`config.mk`:
```
export PLATFORM = sky130hd
export DESIGN_NAME = clock_field_alu
export DESIGN_NICKNAME = d
export VERILOG_FILES = /design/src/rtl/clock_field_alu.sv
export SDC_FILE = /design/constraint.sdc
export NUM_CORES = 1
export LEC_CHECK = 0
export CORE_AREA = 4 4 47 49
export DETAILED_ROUTE_END_ITERATION = 10
export DIE_AREA = 0 0 51 53
export PLACE_DENSITY = 0.82
export SLEW_MARGIN = 20
export SYNTH_ARGS = -nofsm -noshare
export SYNTH_HDL_FRONTEND = slang
export SYNTH_SLANG_ARGS = --single-unit
```
`constraint.sdc`:
```
create_clock -name clk -period 2.4 [get_ports clk]
set_input_delay 0.6 -clock clk [delete_from_list [all_inputs] [get_ports clk]]
set_output_delay 0.6 -clock clk [all_outputs]
set_load 0.005 [all_outputs]
```
`src/rtl/clock_field_alu.sv`:
```
// One time/date field: hold/inc/dec/load with wrap, carry/borrow/err pulses and clamp to a run-time limit.
// Optional FIELD_BCD_OUT_EN adds a registered packed-BCD copy of the value on bcd_out.
module clock_field_alu #(
  parameter int WIDTH   = 6,
  parameter int MIN_VAL = 0,
  parameter int MAX_VAL = 59,
  parameter int USE_LIM = 0
) (
  input  logic             clk,
  input  logic             rst_n,
  input  logic             en,
  input  logic [1:0]       op,
  input  logic [WIDTH-1:0] load_val,
  input  logic [WIDTH-1:0] lim,
  output logic [WIDTH-1:0] value,
  output logic             carry,
  output logic             borrow,
  output logic             err
`ifdef FIELD_BCD_OUT_EN
  ,
  output logic [7:0]       bcd_out
`endif
);

  typedef enum logic [1:0] {
    OP_HOLD = 2'b00,
    OP_INC  = 2'b01,
    OP_DEC  = 2'b10,
    OP_LOAD = 2'b11
  } op_e;

  localparam logic [WIDTH-1:0] MIN_V = WIDTH'(MIN_VAL);
  localparam logic [WIDTH-1:0] MAX_V = WIDTH'(MAX_VAL);
  localparam logic [WIDTH-1:0] ONE_V = WIDTH'(1);

  logic [WIDTH-1:0] r_value;
  logic             r_carry;
  logic             r_borrow;
  logic             r_err;

  logic [WIDTH-1:0] w_lim_eff;
  logic [WIDTH-1:0] w_base;
  logic [WIDTH-1:0] w_next;
  logic             w_carry;
  logic             w_borrow;
  logic             w_err;
  logic             w_ld_low;
  op_e              w_op;

  assign w_lim_eff = (USE_LIM != 0) ? lim : MAX_V;
  assign w_op      = en ? op_e'(op) : OP_HOLD;

  // A value left above a freshly lowered limit is pulled down to it first.
  assign w_base = (r_value > w_lim_eff) ? w_lim_eff : r_value;

  // With MIN_VAL of zero no load can be below range; keep that comparison out of the logic.
  generate
    if (MIN_VAL == 0) begin : g_min_zero
      assign w_ld_low = 1'b0;
    end else begin : g_min_pos
      assign w_ld_low = (load_val < MIN_V);
    end
  endgenerate

  always_comb begin
    // NOTE: every always_comb output gets a default first so no path can infer a latch.
    w_next   = w_base;
    w_carry  = 1'b0;
    w_borrow = 1'b0;
    w_err    = 1'b0;
    case (w_op)
      OP_INC: begin
        if (r_value >= w_lim_eff) begin
          w_next  = MIN_V;
          w_carry = 1'b1;
        end else begin
          w_next = r_value + ONE_V;
        end
      end
      OP_DEC: begin
        if (w_base <= MIN_V) begin
          w_next   = w_lim_eff;
          w_borrow = 1'b1;
        end else begin
          w_next = w_base - ONE_V;
        end
      end
      OP_LOAD: begin
        if (!w_ld_low && (load_val <= w_lim_eff)) begin
          w_next = load_val;
        end else begin
          w_next = MIN_V;
          w_err  = 1'b1;
        end
      end
      default: w_next = w_base;
    endcase
  end

  always_ff @(posedge clk or negedge rst_n) begin
    if (!rst_n) begin
      r_value  <= MIN_V;
      r_carry  <= 1'b0;
      r_borrow <= 1'b0;
      r_err    <= 1'b0;
    end else begin
      // NOTE: sequential state uses non-blocking assignments so all flops update from pre-edge values.
      r_value  <= w_next;
      r_carry  <= w_carry;
      r_borrow <= w_borrow;
      r_err    <= w_err;
    end
  end

  assign value  = r_value;
  assign carry  = r_carry;
  assign borrow = r_borrow;
  assign err    = r_err;

`ifdef FIELD_BCD_OUT_EN
  localparam logic [7:0] BCD_MIN = 8'(((MIN_VAL / 10) * 16) + (MIN_VAL % 10));

  logic [7:0] r_bcd;
  logic [7:0] w_next_ext;
  logic [7:0] w_tens;
  logic [7:0] w_units;

  // Converted from the next value so the BCD copy lands on the same edge as value.
  assign w_next_ext = 8'(w_next);
  assign w_tens     = w_next_ext / 8'd10;
  assign w_units    = w_next_ext % 8'd10;

  always_ff @(posedge clk or negedge rst_n) begin
    if (!rst_n) begin
      r_bcd <= BCD_MIN;
    end else begin
      r_bcd <= {w_tens[3:0], w_units[3:0]};
    end
  end

  assign bcd_out = r_bcd;
`endif

endmodule
```
Yosys cells after proc, flatten, opt, wreduce, memory -nomap -nowiden

Index checks and enable logic that the tools add are counted.

Word-level logic and storage cells: 25
Register bits: 9

Mux-type cells: 12
Equality and inequality tests: 3
Add/sub/neg operators: 2
$lt $le $gt $ge: 4

Operators with widths:

| cell                | count |
|---|---|
| $mux 6              | 4 |
| $pmux 6 s3          | 1 |
| $add 6x1->6 const B | 1 |
| $ge 6x6->1 const B  | 1 |
| $gt 6x6->1 const B  | 1 |
| $le 6x1->1 const B  | 1 |
| $le 6x6->1 const B  | 1 |
| $mux 1              | 6 |
| $sub 6x1->6 const B | 1 |
| $eq 2x2->1 const B  | 2 |
| $eq 2x1->1 const B  | 1 |
| $mux 2              | 1 |

Longest topological paths before layout

Gate-level depths: netlist (run 1).

Word-level depth: 5
Gate-level depth with buffers: 9
Depth with buffers taken out: 8

Worst setup path before layout (run 1)

Ideal clock, no wire load.

Path type: reg2reg
Start point: register r_value[3], in the netlist value[3]
End point: register r_value[4], in the netlist value[4]
Stages on the path, launching flop included: 9
Buffers on the path: 1
Arrival: 1.695 ns
Data required time: 2.268 ns
Library setup time: 0.132 ns
Setup slack: 0.573 ns
Path through: dfrtp_1 > buf_4 > and3_1 > a21oi_1 > ha_1 > nor3b_1 > xnor2_1 > o21ai_0 > nand4_1

Word-level cells in the longest chain between the ends: 5
Elaborated cells between the ends (all ways): 9

Ends and longest elaborated chain:

| item                                             | RTL line | source |
|---|---|---|
| start, declared                                  | 36       | `logic [WIDTH-1:0] r_value;` |
| start signal, assigned                           | 108      | `r_value <= w_next;` |
| $gt 6x6->1                                       | 54       | `assign w_base = (r_value > w_lim_eff) ? w_lim_eff : r_value;` |
| $mux 6                                           | 54       |  |
| $sub 6x1->6 / $le 6x1->1 (equally long branches) | 85, 81   |  |
| $mux 6                                           | 81       | `if (w_base <= MIN_V) begin` |
| $pmux 6 s3 *                                     | 71       | `case (w_op)` |
| named net w_next[4]                              | 43       | `logic [WIDTH-1:0] w_next;` |

Mark *: on every way through the listed nets, which the timed path passes. The rest lies on a longest branch.

Worst setup path in the final report (run 1)

Start point: register r_value[2], in the netlist value[2]
End point: output port value[2]

RTL lines:

| item          | RTL line | source |
|---|---|---|
| end, declared | 15       | `output logic [WIDTH-1:0] value,` |

No word-level cell between the ends.

==> flow_metrics.env, run 1 <==
export IMPL_cts_sinks=9
export IMPL_final_util=0.540
export IMPL_rr_startpoint="value[5]"
export IMPL_grt_max_degree=16
export IMPL_peakVddDrop_v=0.000383
export IMPL_die_h_um=53
export IMPL_outcome="complete, no violations"
export IMPL_synth_edff_count=0
export IMPL_multi_input_area_um2=482
export IMPL_htree_levels=1
export IMPL_gp_congestion=0.998
export IMPL_first_global_vias=713
export IMPL_grt_usage=0.163
export IMPL_viasPerCell=6.01
export IMPL_tightest_slew_ps=471
export IMPL_antenna_left=0
export IMPL_worstSkewPairLatency_ps=260
export IMPL_path_delay_family="flip-flops"
export IMPL_ios=26
export IMPL_worst_setup_path_type="reg2out"
export IMPL_period_share=0.867
export IMPL_critPathArrivalTime_ps=1480
export IMPL_drive_gt1_frac=0.0917
export IMPL_cp_max_fo=15
export IMPL_grt_pass1_wl_mm=3.31
export IMPL_async_flop_share=1.00
export IMPL_antenna_found_initial=0
export IMPL_p_total_mw=0.693
export IMPL_antenna_cells=0
export IMPL_drt_wl_total_mm=2.01
export IMPL_drtIter0Drc=38
export IMPL_place_ws_ps=129
export IMPL_slew_headroom=0.686
export IMPL_dr_wl_met3_um=142
export IMPL_portBuffers=19
export IMPL_seq_area_um2=225
export IMPL_num_rows=16
export IMPL_setup_ws_ps=319
export IMPL_syn_cell_area_um2=747
export IMPL_cts_tree="yes"
export IMPL_finalHoldViolCount=0
export IMPL_syn_inst=85
export IMPL_max_stage_delay_ps=630
export IMPL_highest_layer="met4"
export IMPL_cts_repair_resized=0
export IMPL_cp_depth=1
export IMPL_wire_per_inst_um=14.8
export IMPL_dr_pass1_iters=4
export IMPL_synthTopCellsByCount="dfrtp_1, o21ai_0, and2_1"
export IMPL_synth_distinct_cells=39
export IMPL_drc=0
export IMPL_clock_path_buffers=2
export IMPL_required_ps=1800
export IMPL_cts_hold_buffers=0
export IMPL_synth_seq_cells=9
export IMPL_fin_nets=130
export IMPL_power_density_mw_per_mm2=689
export IMPL_setup_violations=0
export IMPL_rr_worst_depth=7
export IMPL_startpoint="value[2]"
export IMPL_post_cts_buffers=0
export IMPL_syn_avg_cell_area_um2=8.79
export IMPL_area_delta_synth_final_pct=34.7
export IMPL_cap_viol_max_count=0
export IMPL_cp_slowest_cell="dfrtp_1"
export IMPL_endpoint_kind="primary output"
export IMPL_dp_cells=132
export IMPL_ys_seq_area_frac=0.302
export IMPL_post_route_min_period_ps=2080
export IMPL_yosysTopAreaCell="dfrtp_1"
export IMPL_met2_wirelength_mm=1.05
export IMPL_dieArea_mm2=0.00270
export IMPL_grt_setup_unrepaired="false"
export IMPL_cp_cell_sequence="clkdlybuf4s50_1"
export IMPL_synth_top_flop_cell="dfrtp_1"
export IMPL_die_width_um=51
export IMPL_root_buffer="clkbuf_4"
export IMPL_grt_overflow_total=0
export IMPL_critPathLaunchType="register"
export IMPL_fin_tns_setup_ps=0
export IMPL_r2r_end="value[4]"
export IMPL_ys_top_cells_by_area="dfrtp_1, o21ai_0, and2_1, ha_1, nand4_1"
export IMPL_start_util=0.401
export IMPL_coreArea_mm2=0.00186
export IMPL_synth_top_area_share=0.302
export IMPL_synth_nets=105
export IMPL_p_leak_nw=0.408
export IMPL_path_buf_inv=1
export IMPL_yosysMostFrequentCell="dfrtp_1"
export IMPL_wl_met1_um=794
export IMPL_hp_class="in2async"
export IMPL_vias=818
export IMPL_clock_skew_ps=0.323
export IMPL_final_max_slew_violation_count=0
export IMPL_cts_made_buffers=3
export IMPL_finalNonFillerCells=136
export IMPL_maxClockFrequency_mhz=480
export IMPL_r2r_slack_ps=360
export IMPL_cts_reportedPaths_clkPinSlew_ps=60
export IMPL_worstSetupEndpoint="value[2]"
export IMPL_synth_warning_count=0
export IMPL_dp_hpwl_mm=1.59
export IMPL_fillers=175
-- cell usage in the layout (no fill, tap or decap), drive strengths merged --
master | netlist | routed
clkdlybuf4s50 | 0 | 19
dfrtp | 9 | 9
o21ai | 9 | 9
and2 | 6 | 6
buf | 4 | 5
nand2 | 4 | 4
nand4 | 4 | 4
nand3 | 4 | 4
clkbuf | 0 | 4
inv | 3 | 3
nor2 | 3 | 3
nor3 | 3 | 3
ha | 3 | 3
a21oi | 2 | 2
a21o | 2 | 2
nor3b | 2 | 2
xnor2 | 2 | 2
nor4bb | 2 | 2
a2bb2oi | 2 | 2
a22oi | 2 | 2
a31oi | 2 | 2
nand3b | 2 | 2
nor4 | 2 | 2
and3 | 1 | 1
xor2 | 1 | 1
o21a | 1 | 1
o311ai | 1 | 1
a21boi | 1 | 1
o2111a | 1 | 1
o211ai | 1 | 1
or3 | 1 | 1
a222oi | 1 | 1
o21bai | 1 | 1
a32oi | 1 | 1
a311oi | 1 | 1
and2b | 1 | 1
-- power by group --
part,switching [mW],leakage (nW),internal (mW)
clock network,0.0498,0.0150,0.0639
registers,0.0596,0.117,0.182
logic,0.159,0.276,0.179
-- state kept, by name, summed over array words and instances, names as in the netlist --
name	cells
err	1
carry	1
borrow	1
value	6
-- per-stage QoR --
step	hold slack (ps)	area [um^2]
after floorplan	304	747
after global placement	643	980
after detailed placement	661	980
after CTS	639	1010
after global routing	665	1010
final	628	1010
-- layout make-up --
cell class | count | area share
multi-input combinational | 69 | 0.479
timing repair buffer | 24 | 0.226
sequential | 9 | 0.224
tap | 27 | 0.0336
clock buffer | 4 | 0.0261
inverter | 3 | 0.0112
-- kinds of logic (layout without fill, tap and decap cells) --
family / Yosys count / after routing / synth area share
DFF: 9 / 9 / 0.302
AOI/OAI and AO/OA: 28 / 28 / 0.258
xor gates and xnor gates: 3 / 3 / 0.0352
buffers and inverters: 7 / 31 / 0.0536
adders and majority gates: 3 / 3 / 0.0503
and+or+nand+nor: 35 / 35 / 0.302
-- worst min path at each step --
stage / end / slack, ps / cells after the start
2_1_floorplan: borrow / 300 / 0
3_3_place_gp: value[4] / 640 / 3
3_5_place_dp: value[4] / 660 / 3
4_1_cts: value[5] / 640 / 1
5_1_grt: value[5] / 660 / 1
6_report: value[3] / 630 / 1
-- layer usage --
layer / up-vias / track usage
li1: 380 / -
met1: 385 / 0.205
met2: 49 / 0.270
met3: 4 / 0.0366
met4: 0 / 0.0628
met5: - / 0
No activity file was read; power rests on OpenSTA's default activity.
==> run 2, diff against run 1 <==
- CORE_AREA: 4 4 47 49 -> 4 4 49 51
- DIE_AREA: 0 0 51 53 -> 0 0 53 55
- PLACE_DENSITY: 0.82 -> 0.79
- clock period: 2.4 -> 1.7 ns (I/O delays scaled with it)
==> run 2 against run 1 <==
  * The run now ends with negative setup slack left
  * Utilization rose by 11 points
  * Design area rose by 26%
  * Register-to-register slack got worse by 400 ps
  * Worst setup slack got worse by 360 ps
  * Flip-flop and latch count did not move
  * Power rose by 78%
  * Combinational power rose by 130%
  * Global-route usage rose by 2.0 points
  * Largest power group unchanged
==> flow_metrics.env, run 2 (synthesized netlist as in run 1, its figures left out) <==
export IMPL_p_sw_frac=0.376
export IMPL_viasPerCell=5.48
export IMPL_finalNonFillerCells=160
export IMPL_maxClockFrequency_mhz=575
export IMPL_drtIter0Drc=44
export IMPL_cts_hold_buffers=0
export IMPL_grt_max_degree=11
export IMPL_cp_slowest_cell="dfrtp_1"
export IMPL_antenna_found_initial=0
export IMPL_critPathArrivalTime_ps=1860
export IMPL_grt_pass1_wl_mm=3.82
export IMPL_max_stage_delay_ps=380
export IMPL_critPathLaunchType="register"
export IMPL_seq_area_um2=226
export IMPL_required_ps=1820
export IMPL_hp_class="in2async"
export IMPL_clock_skew_ps=8.79
export IMPL_worst_setup_path_type="reg2reg"
export IMPL_wire_per_inst_um=15.1
export IMPL_coreArea_mm2=0.00194
export IMPL_drc=0
export IMPL_dr_pass1_iters=4
export IMPL_setup_ws_ps=-37.7
export IMPL_final_util=0.653
export IMPL_seqPwrFrac=0.243
export IMPL_dieArea_mm2=0.00292
export IMPL_rr_worst_depth=7
export IMPL_vias=876
export IMPL_cap_viol_max_count=0
export IMPL_clock_path_buffers=2
export IMPL_finalHoldViolCount=0
export IMPL_dp_cells=151
export IMPL_area_delta_synth_final_pct=69.8
export IMPL_cts_tree="yes"
export IMPL_p_switching_mw=0.463
export IMPL_multi_input_area_um2=527
export IMPL_period_share=1.02
export IMPL_violations="negative setup slack"
export IMPL_portBuffers=19
export IMPL_final_area_mm2=0.00127
export IMPL_first_global_vias=834
export IMPL_drt_wl_total_mm=2.41
export IMPL_fin_tns_setup_ps=-37.7
export IMPL_final_max_slew_violation_count=0
export IMPL_grt_setup_unrepaired="true"
export IMPL_cts_sinks=9
export IMPL_peakVddDrop_v=0.000841
export IMPL_p_int_mw=0.771
export IMPL_dp_hpwl_mm=1.89
export IMPL_pwr_share_comb=0.627
export IMPL_power_density_mw_per_mm2=973
export IMPL_start_util=0.385
export IMPL_cp_cell_sequence="and3_4 > a21o_1 > inv_2 > ha_2 > buf_4 > xor2_1 > o311ai_1"
export IMPL_post_route_min_period_ps=1740
export IMPL_setup_violations=1
export IMPL_gp_congestion=0.961
export IMPL_htree_levels=1
export IMPL_fin_nets=154
export IMPL_place_area_mm2=0.00114
export IMPL_p_clk_frac=0.130
export IMPL_largest_reg_flops=6
export IMPL_worstSkewPairLatency_ps=260
export IMPL_antenna_left=0
export IMPL_fillers=163
export IMPL_grt_usage=0.183
export IMPL_layout_common_cells="buf_4, clkdlybuf4s50_1, dfrtp_1, o21ai_0, and2_1"
export IMPL_endpoint_kind="register"
export IMPL_p_leak_nw=0.577
export IMPL_root_buffer="clkbuf_4"
export IMPL_num_rows=16
export IMPL_mostFrequentLayoutCell="buf_4"
export IMPL_die_h_um=55
export IMPL_antenna_cells=0
export IMPL_cp_max_fo=2
export IMPL_die_width_um=53
export IMPL_cts_reportedPaths_clkPinSlew_ps=60
export IMPL_slew_headroom=0.714
export IMPL_grt_overflow_total=0
export IMPL_hold_slack_ps=469
export IMPL_ios=26
export IMPL_outcome="finished with violations"
export IMPL_cts_made_buffers=3
export IMPL_drive_gt1_frac=0.308
export IMPL_tightest_slew_ps=428
run 2: metrics by stage:
stage	worst slack [ps]	power, mW
2_1_floorplan	13.7	0.626
3_3_place_gp	-246	0.904
3_5_place_dp	-272	0.923
4_1_cts	7.46	1.12
5_1_grt	-131	1.32
6_report	-37.7	1.23
run 2: path summary, 6_finish.rpt:
| path | startpoint | endpoint | slack (ps) |
|---|---|---|---|
| max | value[5] | value[2] | -40 |
| min | rst_n | value[5] | 470 |
| max reg2reg | value[5] | value[2] | -40 |
| min reg2reg | value[1] | value[1] | 700 |
| max in group asynchronous | rst_n | value[2] | 910 |
| min in group clk | en | err | 660 |
run 2: layer usage:
layer | track usage | part of all wire
met2 | 0.312 | 0.50
met4 | 0.0255 | 0.00083
met5 | 0 | 0
met1 | 0.242 | 0.41
met3 | 0.0429 | 0.093
run 2: final cells by class:
type | count | area share
clock buffer | 4 | 0.0207
timing repair buffer | 48 | 0.350
multi-input combinational | 69 | 0.415
sequential | 9 | 0.179
tap | 27 | 0.0266
inverter | 3 | 0.00888
run 2: power by group through the flow:
stage          combinational [mW]  clock, mW  sequential [mW]
6_report                    0.774      0.161            0.300
5_1_grt                     0.835      0.185            0.305
4_1_cts                     0.664      0.166            0.293
3_5_place_dp                0.619          0            0.304
3_3_place_gp                0.605          0            0.299
2_1_floorplan               0.295          0            0.331
run 2: worst max-delay path: cells and delay by family (launching register included):
kind / cells / cell delay [ps]
flops: 1 / 380
buf+inv: 2 / 170
compound gates: 2 / 480
fa+ha+maj: 1 / 180
simple gates: 1 / 220
xor+xnor: 1 / 170
run 2: what timing repair did:
| action | 4_1_cts | 5_1_grt |
|---|---|---|
| endpoints found under the setup margin | 5 | 7 |
| gates resized for setup | 7 | 10 |
| setup buffers | 2 | 3 |
| pin swaps | 0 | 4 |
==> run 3, diff against run 2 <==
- TNS_END_PERCENT: default -> 100
==> results of run 3 <==
Final layout, timing and power as in run 2 (identical DEF).
